`config.mk`:
```
export PLATFORM = sky130hd
export DESIGN_NAME = instr_fetch
export DESIGN_NICKNAME = d
export VERILOG_FILES = /design/src/rtl/riscv_pkg.sv /design/src/rtl/fetch_fifo.sv /design/src/rtl/instr_fetch.sv
export SDC_FILE = /design/constraint.sdc
export NUM_CORES = 1
export LEC_CHECK = 0
export ABC_CLOCK_PERIOD_IN_PS = 9000
export CAP_MARGIN = 20
export CORE_UTILIZATION = 45
export DETAILED_ROUTE_END_ITERATION = 10
export PLACE_DENSITY = 0.79
export SYNTH_ARGS = -nofsm -noshare
export SYNTH_HDL_FRONTEND = slang
export SYNTH_SLANG_ARGS = --single-unit
```
`constraint.sdc`:
```
create_clock -name clk -period 9 [get_ports clk]
set_input_delay 2.7 -clock clk [delete_from_list [all_inputs] [get_ports clk]]
set_output_delay 2.7 -clock clk [all_outputs]
set_load 0.02 [all_outputs]
```
`src/rtl/riscv_pkg.sv`:
```
// Shared RV32 fetch definitions: widths, PC step, reset vector, fetch FSM states
// and the buffered-instruction entry type.
package riscv_pkg;

    localparam int XLEN = 32;
    localparam int ILEN = 32;

    localparam logic [XLEN-1:0] PC_STEP           = 32'd4;
    localparam logic [XLEN-1:0] DEFAULT_RESET_VEC = 32'h0000_0000;

    typedef enum logic [2:0] {
        IDLE,
        REQ,
        WAIT,
        DROP,
        HALT
    } fetch_state_e;

    typedef struct packed {
        logic [ILEN-1:0] inst;
        logic [XLEN-1:0] pc;
    } fetch_entry_t;

    function automatic logic [XLEN-1:0] pc_advance(input logic [XLEN-1:0] pc);
        return pc + PC_STEP;
    endfunction

    function automatic logic is_misaligned(input logic [XLEN-1:0] addr);
        return addr[1:0] != 2'b00;
    endfunction

endpackage

```
`src/rtl/fetch_fifo.sv`:
```
// Small circular instruction buffer holding {instruction, pc} pairs; flush wins
// over push and pop, and a full buffer still accepts a push when it also pops.
module fetch_fifo
    import riscv_pkg::*;
#(
    parameter int DEPTH = 2,
    parameter int CNT_W = $clog2(DEPTH + 1)
) (
    input  logic             clk,
    input  logic             rst_n,
    input  logic             push,
    input  fetch_entry_t     push_data,
    input  logic             pop,
    input  logic             flush,
    output fetch_entry_t     head,
    output logic [CNT_W-1:0] count
);

    localparam int PTR_W = (DEPTH > 1) ? $clog2(DEPTH) : 1;

    fetch_entry_t     mem [DEPTH];
    logic [PTR_W-1:0] rd_ptr;
    logic [PTR_W-1:0] wr_ptr;
    logic             do_push;
    logic             do_pop;

    function automatic logic [PTR_W-1:0] bump(input logic [PTR_W-1:0] p);
        return (p == PTR_W'(DEPTH - 1)) ? '0 : p + PTR_W'(1);
    endfunction

    assign do_pop  = pop && (count != '0);
    assign do_push = push && ((count != CNT_W'(DEPTH)) || do_pop);

    always_ff @(posedge clk or negedge rst_n) begin
        if (!rst_n) begin
            rd_ptr <= '0;
            wr_ptr <= '0;
            count  <= '0;
        end else if (flush) begin
            rd_ptr <= '0;
            wr_ptr <= '0;
            count  <= '0;
        end else begin
            if (do_push) wr_ptr <= bump(wr_ptr);
            if (do_pop)  rd_ptr <= bump(rd_ptr);
            count <= count + CNT_W'(do_push) - CNT_W'(do_pop);
        end
    end

    // Storage needs no reset: the head is masked to zero whenever the buffer is empty.
    always_ff @(posedge clk) begin
        if (do_push && !flush) mem[wr_ptr] <= push_data;
    end

    assign head = (count != '0) ? mem[rd_ptr] : '0;

endmodule

```
`src/rtl/instr_fetch.sv`:
```
// Instruction fetch front end: single-outstanding memory requests into a small
// buffer feeding the decoder. Define FETCH_MISALIGN_CHECK_EN to trap misaligned redirects.
//
// state | meaning
// IDLE  | first cycle out of reset, no request yet
// REQ   | request pc while the buffer has room, hold address until grant
// WAIT  | one request outstanding, next rvalid is pushed into the buffer
// DROP  | one request outstanding but stale after a redirect, next rvalid discarded
// HALT  | misaligned redirect seen, fetch stopped until an aligned redirect
module instr_fetch
    import riscv_pkg::*;
#(
    parameter logic [XLEN-1:0] RESET_PC   = DEFAULT_RESET_VEC,
    parameter int              FIFO_DEPTH = 2
) (
    input  logic            clk,
    input  logic            rst_n,
    output logic            imem_req,
    output logic [XLEN-1:0] imem_addr,
    input  logic            imem_gnt,
    input  logic            imem_rvalid,
    input  logic [ILEN-1:0] imem_rdata,
    input  logic            redirect_valid,
    input  logic [XLEN-1:0] redirect_pc,
    output logic            inst_valid,
    input  logic            inst_ready,
    output logic [ILEN-1:0] inst_value,
    output logic [XLEN-1:0] inst_pc,
    output logic            misalign_err
);

    localparam int CNT_W = $clog2(FIFO_DEPTH + 1);

    fetch_state_e     state;
    logic [XLEN-1:0]  pc;
    logic [XLEN-1:0]  req_pc;
    logic             outstanding;
    logic [CNT_W-1:0] fifo_count;
    logic [CNT_W:0]   occupancy;
    fetch_entry_t     fifo_head;
    fetch_entry_t     push_entry;
    logic [XLEN-1:0]  target;
    logic             bad_target;
    logic             take_gnt;
    logic             fifo_push;
    logic             fifo_pop;

`ifdef FETCH_MISALIGN_CHECK_EN
    assign target     = redirect_pc;
    assign bad_target = is_misaligned(redirect_pc);

    always_ff @(posedge clk or negedge rst_n) begin
        if (!rst_n) begin
            misalign_err <= 1'b0;
        end else if (redirect_valid) begin
            misalign_err <= bad_target;
        end
    end
`else
    assign target       = redirect_pc & ~32'h0000_0003;
    assign bad_target   = 1'b0;
    assign misalign_err = 1'b0;
`endif

    // Outstanding is zero in REQ by construction; it is counted anyway so the
    // room check reads as buffer slots already spoken for.
    assign occupancy = {1'b0, fifo_count} + (CNT_W + 1)'(outstanding);
    assign imem_req  = (state == REQ) && (occupancy < (CNT_W + 1)'(FIFO_DEPTH));
    assign imem_addr = pc;
    assign take_gnt  = imem_req && imem_gnt;

    assign fifo_push  = (state == WAIT) && imem_rvalid && !redirect_valid;
    assign fifo_pop   = inst_valid && inst_ready;
    assign push_entry = '{inst: imem_rdata, pc: req_pc};

    always_ff @(posedge clk or negedge rst_n) begin
        if (!rst_n) begin
            state       <= IDLE;
            pc          <= RESET_PC;
            req_pc      <= RESET_PC;
            outstanding <= 1'b0;
        end else begin
            if (take_gnt) begin
                outstanding <= 1'b1;
                req_pc      <= pc;
            end else if (imem_rvalid) begin
                outstanding <= 1'b0;
            end

            if (redirect_valid) begin
                pc <= target;
                // A response still owed to the old stream must be swallowed by DROP.
                if (bad_target) begin
                    state <= HALT;
                end else if (take_gnt || (outstanding && !imem_rvalid)) begin
                    state <= DROP;
                end else begin
                    state <= REQ;
                end
            end else begin
                case (state)
                    IDLE: state <= REQ;
                    REQ: begin
                        if (take_gnt) begin
                            pc    <= pc_advance(pc);
                            state <= WAIT;
                        end
                    end
                    WAIT: if (imem_rvalid) state <= REQ;
                    DROP: if (imem_rvalid) state <= REQ;
                    HALT: state <= HALT;
                    default: state <= IDLE;
                endcase
            end
        end
    end

    fetch_fifo #(
        .DEPTH (FIFO_DEPTH),
        .CNT_W (CNT_W)
    ) u_fifo (
        .clk       (clk),
        .rst_n     (rst_n),
        .push      (fifo_push),
        .push_data (push_entry),
        .pop       (fifo_pop),
        .flush     (redirect_valid),
        .head      (fifo_head),
        .count     (fifo_count)
    );

    assign inst_valid = (fifo_count != '0);
    assign inst_value = fifo_head.inst;
    assign inst_pc    = fifo_head.pc;

endmodule

```
After elaboration in Yosys (flattened, before gate mapping)
Memories as Yosys holds them, arrays and structs flattened.
Index checks and enable logic that the tools add are counted.
W data, S select, Z words.

word-level totals
  bits in registers = 72
  memories = 1
  RAM bits = 128
  logic and storage cells = 65

operators by class
  $add $sub $neg = 6
  mux-type cells = 20
  equality and inequality tests = 7
  magnitude comparators = 1
  reductions and logical operators = 23

memory list
  name        depth  width  read ports  clocked after memory_dff  wr ports  RTL line          RTL
  u_fifo.mem  2      64     1           0                         1         fetch_fifo.sv:21  fetch_entry_t mem [DEPTH];

operators with widths
  cell                     number
  $mux W32                 3
  $mux W64                 1
  $add A32 B3 Y32 const B  1
  $pmux W3 S4              1
  $reduce_bool A2 Y1       6
  $mux W1                  10
  $logic_and A1 B1 Y1      9
  $mux W3                  3
  $eq A3 B2 Y1 const B     2
  $mux W2                  2
  $reduce_and A2 Y1        2
  $add A2 B1 Y3            1
  $eq A3 B1 Y1 const B     1
  $eq A3 B3 Y1 const B     1
  $logic_not A3 Y1         1
  $lt A3 B2 Y1 const B     1
  $ne A3 B1 Y1 const B     1
  $ne A3 B3 Y1 const B     1
  $add A1 B1 Y1 const B    2
  $add A2 B1 Y2            1
  $logic_not A1 Y1         2
  $logic_or A1 B1 Y1       2
  $ne A2 B2 Y1 const B     1
  $reduce_or A2 Y1         1
  $sub A2 B1 Y2            1

Depth between registers and ports, before layout
Gate-level depths: netlist (run 1).

  depth in word-level cells = 8
  mapped depth = 9
  mapped depth without buffers = 9

Modules after synthesis
A second synthesis (run 1) with hierarchy kept.

unflattened totals
  cell total of the unflattened synthesis = 599
  area total of the unflattened synthesis = 8220.4 um^2

modules (own cells, without submodules)
  module       sequential area each (um^2)  cells an instance  area each (um^2)  instances
  fetch_fifo   3943.8                       292                5069.9            1
  instr_fetch  1601.5                       307                3150.5            1

Least setup slack after synthesis (run 1)
OpenSTA, ideal clock, no wires.

  kind = input to register
  start = in redirect_valid
  end = mem u_fifo.mem[0][10] in the netlist's numbering, enable pin
  arrival time = 5852 ps
  stages on the path = 3
  setup time = 484 ps
  buffers on the path = 0
  setup slack = 2664 ps
  cells stage by stage = nor4b_1 > o311ai_0 > nor2_1

on the way
  cells in the longest elaborated chain, start to end = 6

ends and longest elaborated chain
  element                          RTL line                             RTL
  from (decl)                      instr_fetch.sv:23                    input logic redirect_valid,
  $logic_not A1 Y1 *               fetch_fifo.sv:52, instr_fetch.sv:72
  $logic_and A1 B1 Y1              instr_fetch.sv:72                    assign fifo_push = (state == WAIT) && imem_rvalid && !redirect_valid;
  $logic_and A1 B1 Y1              fetch_fifo.sv:32                     assign do_push = push && ((count != CNT_W'(DEPTH)) || do_pop);
  $logic_and A1 B1 Y1 *            fetch_fifo.sv:52                     if (do_push && !flush) mem[wr_ptr] <= push_data;
  $mux W1 *                        fetch_fifo.sv:52
  $mux W1 (implied by the code) *  fetch_fifo.sv:52
  to (decl)                        fetch_fifo.sv:21

Mark *: on every way between the ends. The rest lies on a longest branch, timed or not.

Worst setup path in the final report (run 1)
  start = in redirect_valid
  end = mem u_fifo.mem[1][9] in the netlist's numbering, enable pin

The elaborated chain is that of the path after synthesis.

==> results.py, run 1 <==
metrics = {
    "drt": {
        "drt_pre_antenna_iters": 4,
        "postRouteAntennaNets": 0,
        "viasPerCell": 5.37,
        "drtIter0Drc": 414,
        "drc": 0,
        "routed_wl_microns": 17200,
        "vias": 5247,
        "routedWlPerCell_microns": 17.5,
    },
    "critical_path": {
        "crit_slowest_cell": "buf_4",
        "startpoint_type": "input port",
        "arrival_ns": 5.24,
        "ff2ff_setup_slack_ns": 6.14,
        "end_kind": "register",
        "r2r-start": "u_fifo.count[1]",
        "crit_top_cell": "buf_4",
        "reg2reg_to": "imem_addr[15]",
        "critical_path_class": "in2reg",
        "cp_num_cells": 7,
        "crit_end": "u_fifo.mem[1][9]",
        "cp.required_ns": 9.05,
        "ff2ff_path_depth": 4,
        "critPathTopFamily": "buffers and inverters",
        "crit_fanout": 44,
        "worstPathCellList": "clkdlybuf4s50_1 -> buf_4 -> nor4b_1 -> o311ai_0 -> buf_4 -> nor2_4 -> buf_4",
        "path_buf_inv": 4,
        "timing.critical_path.from": "redirect_valid",
        "slowest_delay_ns": 0.60,
    },
    "flow_run": {
        "cap_violations": 0,
    },
    "pwr": {
        "p_switching_uw": 1020,
        "pwr-share-seq_pct": 40.1,
        "vdd_drop_max_mv": 0.226,
        "pwr-share-comb_pct": 37.9,
        "leakage_uw": 0.00361,
        "switching_share_pct": 33.9,
        "powerDensity_nw_per_um2": 289,
        "p_clk_share_pct": 22.0,
        "p_int_uw": 1980,
        "total_power_uw": 3000,
    },
    "grt": {
        "overflow": 0,
        "grtUsageMet2_pct": 33.0,
        "grt_max_degree": 69,
        "grt.busiest_layer": "met2",
        "antenna_found_initial": 0,
        "grt_pass1_vias": 5238,
        "use_met1_pct": 24.3,
        "grt_pass1_wl_microns": 26900,
        "use_met3_pct": 3.93,
        "grtUsageTotal_pct": 19.4,
    },
    "timing": {
        "skew_ns": 0.00794,
        "setup-tns-final_ns": 0,
        "rsz0062_at_grt": "false",
        "final-setup-viol-count": 0,
        "finalCritPeriodShare_pct": 57.6,
        "max_freq_ghz": 0.193,
        "finalCriticalPeriod_ns": 5.18,
        "relSlewSlack_pct": 29.8,
        "drv_slew": 0,
        "layout_setup_ws_ns": 3.82,
        "hold_viol": 0,
        "worst_pin_slew_ns": 1.05,
    },
    "cells_and_area": {
        "num_antenna_cells": 0,
        "utilization_pct": 59.8,
        "drive_gt1_share_pct": 9.43,
        "final_area_sq_um": 10400,
        "synthToLayoutAreaGrowth_pct": 29.4,
        "fin_nets": 813,
    },
    "floorplanning": {
        "core_region_area_sq_um": 17400,
        "die_y_microns": 136,
        "die_x_microns": 136,
        "dieArea_sq_um": 18400,
        "top_level_ports": 169,
        "initial_core_util_pct": 46.2,
        "std_cell_rows": 48,
    },
    "min_path": {
        "hp-class": "reg2reg",
    },
    "clock_network": {
        "cts_resized": 0,
        "cts_tree": "done",
        "cts_max_path_buffers": 2,
        "cts_root_buf": "clkbuf_16",
        "hold_buffers": 0,
        "postCtsSetupBuffers": 0,
        "path_clk_slew_ns": 0.06,
        "numCtsBuffers": 17,
        "cts.htree.levels": 4,
        "insertion_delay_ns": 0.42,
        "cts.sinks": 192,
    },
    "logic_synthesis": {
        "syn_inst": 584,
        "ys_seq_elements": 192,
        "async_reset_ff_share_pct": 35.4,
        "synth_cell_type_count": 42,
        "syn_area_sq_um": 8020,
        "synthFlopType": "edfxtp_1",
        "seq_area_frac_synth_pct": 67.6,
        "yosys_warnings": 0,
        "syn-mean-instance-area_sq_um": 13.7,
        "synth_edf_count": 124,
    },
    "placed_design": {
        "io_buffers": 161,
        "dpl_cell_area_sq_um": 9840,
        "hpwl_microns": 11200,
        "dp_slack_ns": 3.37,
        "place_congestion": 0.801,
    },
    "status": {
        "status": "completed",
    },
}
==> synth_stat cells (all sizes together), types with 2 or more instances <==
master / instances / area share [%]
edfxtp: 124 / 46
nor2: 84 / 3.9
dfrtp: 68 / 21
mux2i: 65 / 8.1
nand2: 31 / 1.5
mux2: 28 / 3.9
clkbuf: 22 / 1.0
or4: 21 / 2.0
a31oi: 15 / 1.2
o31ai: 15 / 1.4
nand3: 13 / 0.81
o21ai: 13 / 0.81
buf: 12 / 0.89
inv: 11 / 0.51
nand4: 9 / 1.1
and3: 7 / 0.55
xor2: 6 / 0.66
o211ai: 5 / 0.47
and2: 4 / 0.31
and4: 4 / 0.44
xnor2: 4 / 0.44
ha: 3 / 0.47
nor2b: 3 / 0.23
nor4b: 3 / 0.51
a21oi: 2 / 0.12
==> metrics by stage <==
step	hold WS, ns	instances
2_1_floorplan	0.437	588
3_3_place_gp	0.446	945
3_5_place_dp	0.459	945
4_1_cts	0.472	977
5_1_grt	0.481	978
6_report	0.472	978
==> worst min path at each step <==
| stage | startpoint | to | depth (start not counted) |
|---|---|---|---|
| final | req_pc[17] | u_fifo.mem[1][17] | 0 |
| after global routing | req_pc[9] | u_fifo.mem[0][9] | 0 |
| after CTS | req_pc[13] | u_fifo.mem[1][13] | 0 |
| after detailed placement | req_pc[13] | u_fifo.mem[0][13] | 0 |
| after global placement | req_pc[2] | u_fifo.mem[1][2] | 0 |
| after floorplan | req_pc[10] | u_fifo.mem[0][10] | 0 |
==> layer usage <==
metal	routed length [microns]	up-vias
met1	7350	2584
met4	227	0
li1	-	2472
met2	8690	175
met3	886	16
met5	0	-
==> cell families (layout without fill, tap and decap cells) <==
group | count (synthesis) | in the layout | synth area share, %
adder cells (fa/ha/maj) | 3 | 3 | 0.468
XOR/XNOR | 10 | 10 | 1.09
AO/OA/AOI/OAI | 56 | 56 | 4.59
buffers and inverters | 46 | 211 | 2.48
other | 1 | 5 | 0.0467
flip-flops | 192 | 192 | 67.6
AND/OR/NAND/NOR | 183 | 183 | 11.7
multiplexers | 93 | 93 | 12.0
==> sequential cells by signal, summed over array words and instances, names as in the netlist <==
signal         flops
imem_addr         30
state              3
u_fifo.mem       124
req_pc            30
u_fifo.wr_ptr      1
outstanding        1
u_fifo.rd_ptr      1
u_fifo.count       2
==> placed cells by master, fill, tap and decap left out, drive strengths merged, types with 15 or more instances in the layout <==
| cell | n |
|---|---|
| nor2 | 84 |
| clkbuf | 20 |
| edfxtp | 124 |
| a31oi | 15 |
| nand2 | 31 |
| o31ai | 15 |
| clkdlybuf4s50 | 160 |
| or4 | 21 |
| dfrtp | 68 |
| mux2i | 65 |
| mux2 | 28 |
==> layout make-up <==
class	count	area (sq um)
Timing Repair Buffer	167	1670
Sequential cell	192	5430
Multi-Input combinational cell	350	2430
Tap cell	225	282
Clock buffer	20	447
Inverter	12	45.0
Clock inverter	12	70.1
Fill cell	1363	6980
==> power groups by stage <==
stage	logic [uW]	clock network, uW	registers (uW)
2_1_floorplan	678	0	1180
3_3_place_gp	1080	0	1250
3_5_place_dp	1090	0	1270
4_1_cts	1100	677	1250
5_1_grt	1230	711	1220
6_report	1140	661	1200
==> worst register-to-register path, cell delays in order (launching register included) <==
cell,delay [ns]
dfrtp_1,0.44
nor4b_4,0.63
nand2_2,0.75
or4_1,0.75
a31oi_1,0.19
Note: power is estimated with default switching activity, not from simulation.
==> run 2: changes to the inputs <==
Settings changed: ABC_CLOCK_PERIOD_IN_PS 9000 to 5150.
Clock period 9 ns to 5.15 ns, I/O delays scaled along.
==> results.py, run 2 (synthesized netlist as in run 1, its figures left out) <==
metrics = {
    "critical_path": {
        "reg2reg_to": "imem_addr[17]",
        "cp.required_ns": 3.61,
        "r2r-start": "u_fifo.count[1]",
        "startpoint_type": "register",
        "end_kind": "primary output",
        "critical_path_class": "reg2out",
        "arrival_ns": 2.64,
        "ff2ff_path_depth": 4,
        "ff2ff_setup_slack_ns": 2.67,
        "crit_fanout": 43,
    },
    "floorplanning": {
        "die_x_microns": 136,
        "die_y_microns": 136,
        "std_cell_rows": 48,
        "core_region_area_sq_um": 17400,
        "top_level_ports": 169,
        "initial_core_util_pct": 46.2,
        "dieArea_sq_um": 18400,
    },
    "pwr": {
        "leakage_uw": 0.00368,
        "powerDensity_nw_per_um2": 523,
        "p_int_uw": 3680,
        "p_switching_uw": 1820,
        "p_clk_share_pct": 25.9,
        "switching_share_pct": 33.2,
        "vdd_drop_max_mv": 0.296,
        "pwr-share-comb_pct": 35.2,
        "pwr-share-seq_pct": 38.9,
    },
    "drt": {
        "drt_pre_antenna_iters": 5,
        "routedWlPerCell_microns": 17.9,
        "viasPerCell": 5.40,
        "drtIter0Drc": 486,
        "routed_wl_microns": 17500,
        "vias": 5295,
        "postRouteAntennaNets": 0,
        "drc": 0,
    },
    "cells_and_area": {
        "num_antenna_cells": 0,
        "largest_reg_flops": 124,
        "largest_register": "u_fifo.mem",
        "fin_nets": 815,
        "utilization_pct": 60.6,
        "final.fill_count": 1353,
        "mostFrequentLayoutCell": "clkdlybuf4s50_1",
        "final_cell_mix": "160 x clkdlybuf4s50_1, 124 x edfxtp_1, 81 x nor2_1, 67 x dfrtp_1, 65 x mux2i_1",
        "final_cells": 980,
        "drive_gt1_share_pct": 10.2,
        "synthToLayoutAreaGrowth_pct": 31.1,
    },
    "min_path": {
        "hp-class": "reg2reg",
        "hold_start": "req_pc[8]",
        "whs_path_depth": 0,
        "hold_end": "u_fifo.mem[1][8]",
    },
    "timing": {
        "finalCritPeriodShare_pct": 81.3,
        "setup-tns-final_ns": 0,
        "final-setup-viol-count": 0,
        "rsz0062_at_grt": "false",
        "finalCriticalPeriod_ns": 4.19,
        "drv_slew": 0,
        "hold_viol": 0,
        "max_freq_ghz": 0.239,
        "worst_pin_slew_ns": 0.966,
        "relSlewSlack_pct": 35.2,
        "skew_ns": 0.0119,
    },
    "status": {
        "status": "completed",
    },
    "clock_network": {
        "cts_root_buf": "clkbuf_16",
        "postCtsSetupBuffers": 0,
        "numCtsBuffers": 17,
        "insertion_delay_ns": 0.42,
        "cts.htree.levels": 4,
        "cts_tree": "done",
        "hold_buffers": 0,
        "cts_resized": 0,
        "cts.sinks": 192,
        "cts_max_path_buffers": 2,
        "path_clk_slew_ns": 0.07,
    },
    "placed_design": {
        "dp_cells": 948,
        "hpwl_microns": 11400,
        "place_congestion": 0.793,
        "io_buffers": 161,
    },
    "grt": {
        "antenna_found_initial": 0,
        "grtUsageTotal_pct": 19.9,
        "grt_pass1_vias": 5443,
        "grt_max_degree": 69,
        "overflow": 0,
        "grt_pass1_wl_microns": 27800,
    },
    "flow_run": {
        "cap_violations": 0,
    },
}
-- run 2: changes by cell type in the layout (fill, tap and decap cells not counted), sizes merged --
| cell | previous run | this run |
|---|---|---|
| inv | 12 | 15 |
| clkinv | 10 | 5 |
| clkinvlp | 2 | 1 |
| bufinv | 0 | 3 |
| buf | 7 | 9 |
-- run 2: worst max path at each step --
| stage | slack [ns] | startpoint | to | depth (start not counted) |
|---|---|---|---|---|
| after floorplan | -0.03 | redirect_valid | u_fifo.mem[0][10] | 3 |
| after global placement | 1.29 | imem_gnt | imem_addr[15] | 5 |
| after detailed placement | 1.25 | imem_gnt | imem_addr[15] | 5 |
| after CTS | 0.92 | u_fifo.rd_ptr | inst_value[18] | 4 |
| after global routing | 0.82 | u_fifo.rd_ptr | inst_value[12] | 4 |
| final | 0.96 | u_fifo.rd_ptr | inst_value[18] | 4 |
-- run 2: stage by stage --
step	cell area [sq um]	power [uW]	setup slack (ns)	hold WS [ns]
final	10500	5500	0.964	0.469
after global routing	10500	5770	0.823	0.478
after CTS	10500	5550	0.924	0.471
after detailed placement	9860	4130	1.25	0.453
after global placement	9860	4070	1.29	0.445
after floorplan	8040	3250	-0.0309	0.437
-- run 2: worst max-delay path: stages, from the launching register on --
cell and delay, ns:
dfrtp_4 0.96, buf_4 0.38, mux2i_1 0.24, nor2_1 0.06, clkdlybuf4s50_1 0.55
-- run 2: power groups by stage --
stage / logic (uW) / registers (uW) / clock network [uW]
6_report: 1940 / 2140 / 1420
5_1_grt: 2090 / 2180 / 1510
4_1_cts: 1960 / 2140 / 1450
3_5_place_dp: 1950 / 2180 / 0
3_3_place_gp: 1910 / 2150 / 0
2_1_floorplan: 1190 / 2070 / 0
-- run 2: routing by layer --
metal | part of all wire [%] | track usage (%)
met3 | 5.4 | 4.64
met2 | 51 | 33.8
met1 | 42 | 24.8
met4 | 1.8 | 7.18
met5 | 0 | 0
-- run 2: final cells by class --
type	count	area, sq um	area share, %
multi-input cells	350	2430	23.2
well taps	225	282	2.68
repair buffers	169	1670	15.9
flip-flops and latches	192	5430	51.6
clock inverters	12	168	1.59
clock buffers	20	489	4.65
inverters	12	45.0	0.428
==> run 3: changes to the inputs <==
Settings changed: ABC_CLOCK_PERIOD_IN_PS 5150 to 4000.
Clock period 5.15 ns to 4 ns, I/O delays scaled along.
==> results.py, run 3 (synthesized netlist as in run 1, its figures left out) <==
metrics = {
    "status": {
        "status": "completed",
    },
    "cells_and_area": {
        "synthToLayoutAreaGrowth_pct": 30.8,
        "utilization_pct": 60.4,
        "fin_nets": 820,
        "final_cells": 985,
        "largest_register": "u_fifo.mem",
        "final.fill_count": 1354,
        "num_antenna_cells": 0,
        "final_area_sq_um": 10500,
        "drive_gt1_share_pct": 10.5,
        "mostFrequentLayoutCell": "clkdlybuf4s50_1",
        "largest_reg_flops": 124,
        "final_cell_mix": "160 x clkdlybuf4s50_1, 124 x edfxtp_1, 81 x nor2_1, 67 x dfrtp_1, 65 x mux2i_1",
    },
    "grt": {
        "grtUsageTotal_pct": 20.3,
        "grt_pass1_wl_microns": 28000,
        "antenna_found_initial": 0,
        "grt_max_degree": 69,
        "overflow": 0,
        "grt_pass1_vias": 5461,
    },
    "drt": {
        "routed_wl_microns": 17700,
        "viasPerCell": 5.43,
        "routedWlPerCell_microns": 17.9,
        "drc": 0,
        "postRouteAntennaNets": 0,
        "vias": 5352,
        "drtIter0Drc": 386,
        "drt_pre_antenna_iters": 5,
    },
    "critical_path": {
        "startpoint_type": "register",
        "end_kind": "primary output",
        "worstPathCellList": "buf_4 -> mux2i_1 -> nor2_1 -> clkdlybuf4s50_1",
        "slowest_delay_ns": 0.78,
        "ff2ff_setup_slack_ns": 1.53,
        "critical_path_class": "reg2out",
        "cp.required_ns": 2.80,
        "arrival_ns": 2.48,
        "crit_slowest_cell": "dfrtp_4",
        "crit_fanout": 31,
    },
    "timing": {
        "hold_viol": 0,
        "finalCriticalPeriod_ns": 3.68,
        "worst_pin_slew_ns": 0.889,
        "max_freq_ghz": 0.271,
        "relSlewSlack_pct": 40.7,
        "rsz0062_at_grt": "false",
        "skew_ns": 0.00817,
        "hold_slack_ns": 0.469,
        "final-setup-viol-count": 0,
        "drv_slew": 0,
        "finalCritPeriodShare_pct": 92.1,
    },
    "pwr": {
        "pwr-share-seq_pct": 39.7,
        "vdd_drop_max_mv": 0.529,
        "switching_share_pct": 33.5,
        "total_power_uw": 6880,
        "leakage_uw": 0.00366,
        "powerDensity_nw_per_um2": 656,
        "p_switching_uw": 2310,
        "pwr-share-comb_pct": 36.9,
        "p_clk_share_pct": 23.4,
        "p_int_uw": 4570,
    },
    "placed_design": {
        "io_buffers": 161,
        "hpwl_microns": 11700,
        "place_congestion": 0.844,
        "dp_cells": 953,
        "dpl_cell_area_sq_um": 9920,
    },
    "flow_run": {
        "cap_violations": 0,
    },
    "clock_network": {
        "cts_resized": 0,
        "cts_max_path_buffers": 2,
        "postCtsSetupBuffers": 0,
        "insertion_delay_ns": 0.42,
        "cts_tree": "done",
        "path_clk_slew_ns": 0.07,
        "hold_buffers": 0,
        "numCtsBuffers": 17,
        "cts.htree.levels": 4,
        "cts_root_buf": "clkbuf_16",
        "cts.sinks": 192,
    },
    "floorplanning": {
        "top_level_ports": 169,
        "initial_core_util_pct": 46.2,
        "core_region_area_sq_um": 17400,
        "dieArea_sq_um": 18400,
        "die_y_microns": 136,
        "die_x_microns": 136,
        "std_cell_rows": 48,
    },
    "min_path": {
        "hp-class": "reg2reg",
    },
}
run 3: worst paths after layout:
path	from	end	depth (start not counted)
setup / recovery	u_fifo.rd_ptr	inst_pc[30]	4
hold / removal	req_pc[14]	u_fifo.mem[0][14]	0
setup reg to reg	u_fifo.count[1]	imem_addr[19]	5
hold reg to reg	req_pc[14]	u_fifo.mem[0][14]	0
max in group asynchronous	rst_n	u_fifo.rd_ptr	1
min in group asynchronous	rst_n	imem_addr[26]	1
run 3: layout make-up:
cell class,instances,area (sq um),area share (%)
inverters,12,45.0,0.429
clock inverters,15,144,1.37
repair buffers,174,1730,16.5
well taps,225,282,2.68
multi-input cells,350,2430,23.2
clock buffers,17,425,4.05
flip-flops and latches,192,5430,51.7
run 3: metrics by stage:
stage | worst slack [ns] | setup TNS, ns
4_1_cts | 0.271 | 0
2_1_floorplan | -0.836 | -102.15
6_report | 0.316 | 0
3_5_place_dp | 0.728 | 0
3_3_place_gp | 0.749 | 0
5_1_grt | 0.212 | 0
run 3: worst max-delay path, delay by kind of cell, from the launching register on:
kind          cells  cell delay, ns
flops             1            0.78
buf+inv           2            0.93
mux               1            0.26
simple gates      1            0.06
run 3: power groups by stage:
| stage | clock (uW) | combinational (uW) | sequential, uW |
|---|---|---|---|
| final | 1610 | 2540 | 2730 |
| after global routing | 1730 | 2730 | 2770 |
| after CTS | 1650 | 2570 | 2730 |
| after detailed placement | 0 | 2550 | 2770 |
| after global placement | 0 | 2500 | 2740 |
| after floorplan | 0 | 1530 | 2660 |
run 3: routing by layer:
layer / part of all wire (%) / vias to the layer above / GRT usage, % / wire [microns]
met5: 0 / - / 0 / 0
met1: 41 / 2601 / 24.4 / 7190
met2: 51 / 224 / 34.9 / 9060
met3: 5.2 / 39 / 4.08 / 927
met4: 2.8 / 0 / 9.36 / 495
li1: - / 2488 / - / -
